## src/rtl/csr_hpm.sv

```systemverilog
// Machine-mode performance counters: mcycle, minstret, mhpmcounterN/mhpmeventN, mcountinhibit, overflow irq.
// Latency: reads/hit/error are combinational; writes and increments commit on the next clk_core edge; irq lags OF by one edge.
// Backpressure: none; every access completes in its own cycle and counting never stalls.
module csr_hpm #(
  parameter int NUM_HPM    = 4,
  parameter int CNT_W      = 64,
  parameter int NUM_EVENTS = 8
) (
  input  logic                  clk_core,
  input  logic                  reset,
  input  logic [11:0]           mem1_csr_addr,
  input  logic [1:0]            mem1_csr_write,
  input  logic [31:0]           mem1_csr_din,
  output logic                  hpm_hit,
  output logic                  hpm_error,
  output logic [31:0]           hpm_dout,
  input  logic                  wb_retire,
  input  logic [NUM_EVENTS-1:0] hpm_events,
  output logic                  hpm_irq
);

  // Arrays keep at least one entry so NUM_HPM=0 still elaborates.
  localparam int HN = (NUM_HPM == 0) ? 1 : NUM_HPM;
  // Writable inhibit bits: CY, IR and one per implemented HPM counter.
  localparam logic [31:0] INH_MASK = 32'h5 | (((32'd1 << NUM_HPM) - 32'd1) << 3);

  logic [CNT_W-1:0] cy_q, cy_d, ir_q, ir_d;
  logic [CNT_W-1:0] hpm_q [HN];
  logic [CNT_W-1:0] hpm_d [HN];
  logic [4:0]       sel_q [HN];
  logic [4:0]       sel_d [HN];
  logic [HN-1:0]    of_q, of_d;
  logic [31:0]      inh_q, inh_d;
  logic             irq_q;

  logic [4:0]  idx;
  logic [5:0]  hidx;
  logic        is_inh, is_evt, is_cnt, cnt_hi, ro, op_nz, we, cnt_wr;
  logic [31:0] rd_val, wdata, ev_pad;
  logic [CNT_W-1:0] cnt_rd;
  logic [63:0] cnt_ext;

  // Replace one 32-bit half of a counter, keeping the other half.
  function automatic logic [CNT_W-1:0] merge_half(input logic [CNT_W-1:0] cur,
                                                  input logic hi, input logic [31:0] w);
    logic [63:0] ext;
    ext = 64'(cur);
    if (hi) ext[63:32] = w;
    else    ext[31:0]  = w;
    return ext[CNT_W-1:0];
  endfunction

  // Address decode: counter windows skip index 1 (time lives elsewhere).
  assign idx    = mem1_csr_addr[4:0];
  assign hidx   = {1'b0, idx} - 6'd3;
  assign is_inh = (mem1_csr_addr == 12'h320);
  assign is_evt = (mem1_csr_addr[11:5] == 7'h19) && (idx >= 5'd3);
  assign is_cnt = ((mem1_csr_addr[11:8] == 4'hB) || (mem1_csr_addr[11:8] == 4'hC)) &&
                  (mem1_csr_addr[6:5] == 2'b00) && (idx != 5'd1);
  assign cnt_hi = mem1_csr_addr[7];
  assign ro     = (mem1_csr_addr[11:10] == 2'b11);
  assign op_nz  = |mem1_csr_write;

  assign hpm_hit   = is_inh | is_evt | is_cnt;
  assign hpm_error = hpm_hit & op_nz & ro;
  assign we        = hpm_hit & op_nz & ~ro;
  assign cnt_wr    = we & is_cnt;
  assign hpm_dout  = rd_val;
  assign hpm_irq   = irq_q;

  // Bit 0 stands for SEL=0 so SEL indexes the padded vector directly; out-of-range SEL reads 0.
  assign ev_pad = 32'(hpm_events) << 1;

  // Read mux; unimplemented indices fall through to 0.
  always_comb begin
    rd_val  = '0;
    cnt_rd  = '0;
    cnt_ext = '0;
    if (is_inh) begin
      rd_val = inh_q;
    end else if (is_evt) begin
      for (int i = 0; i < NUM_HPM; i++) begin
        if (hidx == 6'(i)) rd_val = {of_q[i], 26'd0, sel_q[i]};
      end
    end else if (is_cnt) begin
      if (idx == 5'd0) begin
        cnt_rd = cy_q;
      end else if (idx == 5'd2) begin
        cnt_rd = ir_q;
      end else begin
        for (int i = 0; i < NUM_HPM; i++) begin
          if (hidx == 6'(i)) cnt_rd = hpm_q[i];
        end
      end
      cnt_ext = 64'(cnt_rd);
      rd_val  = cnt_hi ? cnt_ext[63:32] : cnt_ext[31:0];
    end
  end

  // Write operand derived from the current read value.
  always_comb begin
    case (mem1_csr_write)
      2'b01:   wdata = mem1_csr_din;
      2'b10:   wdata = rd_val | mem1_csr_din;
      2'b11:   wdata = rd_val & ~mem1_csr_din;
      default: wdata = rd_val;
    endcase
  end

  // Next state: CSR writes beat increments; counting uses the inhibit value held this cycle.
  always_comb begin
    cy_d  = (cnt_wr && idx == 5'd0) ? merge_half(cy_q, cnt_hi, wdata)
                                    : cy_q + {{(CNT_W-1){1'b0}}, ~inh_q[0]};
    ir_d  = (cnt_wr && idx == 5'd2) ? merge_half(ir_q, cnt_hi, wdata)
                                    : ir_q + {{(CNT_W-1){1'b0}}, wb_retire & ~inh_q[2]};
    inh_d = (we && is_inh) ? (wdata & INH_MASK) : inh_q;
    of_d  = of_q;
    for (int i = 0; i < HN; i++) begin
      hpm_d[i] = hpm_q[i];
      sel_d[i] = sel_q[i];
    end
    for (int i = 0; i < NUM_HPM; i++) begin
      logic inc, cw, ew, ovf;
      inc = ~inh_q[3+i] & ev_pad[sel_q[i]];
      cw  = cnt_wr && (idx >= 5'd3) && (hidx == 6'(i));
      ew  = we && is_evt && (hidx == 6'(i));
      ovf = inc & ~cw & (&hpm_q[i]);
      hpm_d[i] = cw ? merge_half(hpm_q[i], cnt_hi, wdata)
                    : hpm_q[i] + {{(CNT_W-1){1'b0}}, inc};
      if (ew) begin
        sel_d[i] = wdata[4:0];
        of_d[i]  = wdata[31] | ovf;
      end else begin
        of_d[i]  = of_q[i] | ovf;
      end
    end
  end

  // State registers; irq follows the OF bits one edge later.
  always_ff @(posedge clk_core or posedge reset) begin
    if (reset) begin
      cy_q  <= '0;
      ir_q  <= '0;
      inh_q <= '0;
      of_q  <= '0;
      irq_q <= 1'b0;
      for (int i = 0; i < HN; i++) begin
        hpm_q[i] <= '0;
        sel_q[i] <= '0;
      end
    end else begin
      cy_q  <= cy_d;
      ir_q  <= ir_d;
      inh_q <= inh_d;
      of_q  <= of_d;
      irq_q <= |of_q;
      for (int i = 0; i < HN; i++) begin
        hpm_q[i] <= hpm_d[i];
        sel_q[i] <= sel_d[i];
      end
    end
  end

endmodule
```

## config.mk

```make
export PLATFORM = sky130hd
export DESIGN_NAME = csr_hpm
export DESIGN_NICKNAME = d
export VERILOG_FILES = /design/src/rtl/csr_hpm.sv
export SDC_FILE = /design/constraint.sdc
export NUM_CORES = 2
export LEC_CHECK = 0
export CAP_MARGIN = 20
export CORE_MARGIN = 8
export CORE_UTILIZATION = 40
export DETAILED_ROUTE_END_ITERATION = 10
export PLACE_DENSITY = 0.54
export REMOVE_ABC_BUFFERS = 1
export SLEW_MARGIN = 20
export SYNTH_ARGS = -nofsm -noshare
export SYNTH_HDL_FRONTEND = slang
export SYNTH_SLANG_ARGS = --single-unit
```

## constraint.sdc

```tcl
create_clock -name clk_core -period 26 [get_ports clk_core]
set_input_delay 5.2 -clock clk_core [delete_from_list [all_inputs] [get_ports clk_core]]
set_output_delay 5.2 -clock clk_core [all_outputs]
set_load 0.1 [all_outputs]
```

==> results.yml <==
sta:
  drv_slew: 0
  rsz0062_at_grt: "no"
  hold_ws_ns: 0.496
  slew_headroom_pct: 12.6
  hold_viol_final: 0
  timing.final.crit_share_pct: 59.5
  fin_skew_ns: 0.0232
  max_freq_mhz: 64.6
  tightest_slew_ns: 1.31
  finalSetupViolCount: 0
  tns_ns: 0
  period_needed_ns: 15.47
job:
  maxCapViolations: 0
route:
  routed_wl_um: 161000
  vias: 32256
  drtAntennaViolNets: 0
  firstDrtPassIters: 8
  drt-vias-per-instance: 7.32
  wl_per_cell_um: 36.5
  dr.first_iter.drc_count: 5387
  drc: 0
critical_path:
  path_buf_inv: 5
  cp-end-kind: "output pin"
  critPathMaxStageDelay_ns: 1.29
  crit_chain: "buf_2 -> buf_4 -> buf_4 -> nand2_1 -> nor2_4 -> buf_4 -> a22o_1 -> nor3_1 -> a211oi_1 -> clkdlybuf4s50_1"
  crit_type: "in -> out"
  r2r_start: "sel_q[16]"
  cpMostUsedCell: "buf_4"
  worstPathRequired_ns: 20.80
  critical_path.top_delay_family: "buffers and inverters"
  critPathLaunch: "mem1_csr_addr[1]"
  cpMaxStageDelayCell: "clkdlybuf4s50_1"
  worst-path-max-fanout: 37
  crit_path_start_kind: "input port"
  cp.arrival_ns: 10.27
global_routing:
  grt_pass1_wl_um: 224000
  first_global_vias: 29112
  grt_max_degree: 103
  grt_util_all_layers_pct: 39.0
  antenna_found_initial: 13
  grt-ovfl-total: 0
clocking:
  cts_sinks: 415
  holdBufCountCts: 0
  clkLatencyLatePin_ns: 0.63
  h-tree-depth: 2
  cts_tree: "built"
  numCtsBuffers: 54
  post_cts_resized: 0
  cts_setup_buffers: 0
  cts_buffer_depth: 3
  root_buffer: "clkbuf_16"
  path_clk_slew_ns: 0.06
floorplan:
  die_w_um: 283
  initial_core_util_pct: 40.5
  io-pin-count: 92
  row_count: 97
  dieArea_um2: 79800
  core_area_um2: 70100
  fp.dieH_um: 283
placement:
  place.gp.congestion: 1.04
  dpl_cell_area_um2: 30400
  dp_hpwl_um: 121000
  portBuffers: 91
pwr:
  finalPower_w: 0.00170
  ir_drop_mv: 0.0618
  power_density_nw_per_um2: 52.6
  p_leak_nw: 12.6
synthesis:
  netlist_area_um2: 28400
  synth_async_sr_flop_share_pct: 100
  ys_types: 97
  ys_warn_count: 0
  seq_area_frac_synth_pct: 36.5
  synth_edf_count: 0
  synth.avg_cell_area_um2: 8.32
  synthCells: 3416
  synth_flop_cell: "dfrtp_1"
  yosys_register_bits: 415
layout:
  fillers: 7017
  layout_commonest_cell: "dfrtp_1"
  num-nets-final: 3497
  final_layout_size_suffix_gt1_share_pct: 9.52
  fin_area_um2: 32200
  area_growth_syn_to_layout_pct: 13.4
  final_cell_mix: "415 x dfrtp_1, 408 x nand2_1, 267 x nand3_1"
worst_hold_path:
  worstHoldStart: "inh_q[0]"
  min_path_type: "reg -> reg"
run_status:
  status: "finished clean"
==> per-stage QoR <==
| stage | setup WS [ns] | util (%) | std cells |
|---|---|---|---|
| global route | 10.68 | 45.9 | 4405 |
| finish | 10.53 | 46.0 | 4407 |
| CTS | 10.86 | 45.9 | 4404 |
| detailed placement | 10.86 | 43.3 | 4311 |
| floorplan | 9.25 | - | 3181 |
| global placement | 10.98 | 43.3 | 4311 |
==> sequential cells by signal, summed over array words and instances, names as in the netlist <==
name	cells
hpm_q	256
hpm_irq	1
ir_q	64
inh_q	6
cy_q	64
of_q	4
sel_q	20
==> logic make-up after synthesis <==
| kind of cell | share of synthesized area, % |
|---|---|
| AND/OR/NAND/NOR | 26.3 |
| AO/OA/AOI/OAI | 26.8 |
| flip-flops | 36.5 |
| buffers and inverters | 4.03 |
| multiplexers | 4.17 |
| XOR/XNOR | 1.66 |
| adder cells (fa/ha/maj) | 0.528 |
==> worst register-to-register path, stage by stage, from the launching register on <==
cell      delay [ns]
dfrtp_1         0.49
nand3b_1        0.22
a21oi_1         0.14
a21oi_1         0.05
o21a_1          0.21
nor3_1          0.64
ha_1            0.36
nand4_1         0.25
nor2_1          0.22
nand3_1         0.32
nor4_4          0.90
nand3_1         0.51
or2_2           0.42
o211ai_1        0.09
==> per-layer routing <==
| layer | vias to the layer above | routed length, µm | global-route usage [%] |
|---|---|---|---|
| met5 | - | 57 | 0 |
| met2 | 2407 | 66800 | 56.9 |
| met4 | 10 | 8890 | 17.8 |
| met3 | 465 | 19800 | 10.1 |
| li1 | 13302 | - | - |
| met1 | 16072 | 65100 | 53.9 |
==> cell usage after synthesis (53+ instances only) <==
library cell	instances	area share, %
dfrtp_1	415	37
mux2_2	53	2.1
o21ai_0	217	3.8
clkbuf_1	175	2.3
and3_1	120	2.6
o221ai_1	96	3.0
a221oi_1	59	1.8
o22ai_1	55	1.2
o211ai_1	96	2.5
a21oi_1	186	3.3
nor3_1	88	1.5
a211oi_1	59	1.6
nand3_1	269	4.7
nand4_1	98	2.2
nand2_1	410	5.4
nor2_1	174	2.3
==> where the power goes <==
group          internal [W]  switching [W]
Sequential         0.000664      0.0000360
Combinational     0.0000581       0.000153
Clock              0.000465       0.000320
Total               0.00119       0.000509
==> final cells by class <==
class	instances	area, µm²	area share (%)
well taps	940	1180	3.65
diodes	2	5.00	0.0155
clock buffers	79	1580	4.89
multi-input cells	2715	17000	52.8
repair buffers	191	1650	5.13
clock inverters	14	208	0.644
inverters	51	199	0.617
flip-flops and latches	415	10400	32.2
==> worst paths after layout <==
kind | endpoint | slack, ns | cells after the start
max | hpm_dout[11] | 10.53 | 10
min | inh_q[0] | 0.50 | 2
max reg2reg | hpm_q[255] | 21.11 | 13
min reg2reg | inh_q[0] | 0.50 | 2
max in group asynchronous | hpm_q[91] | 18.65 | 4
min in group asynchronous | sel_q[11] | 5.13 | 2
Power figures use the tool's default switching activity.
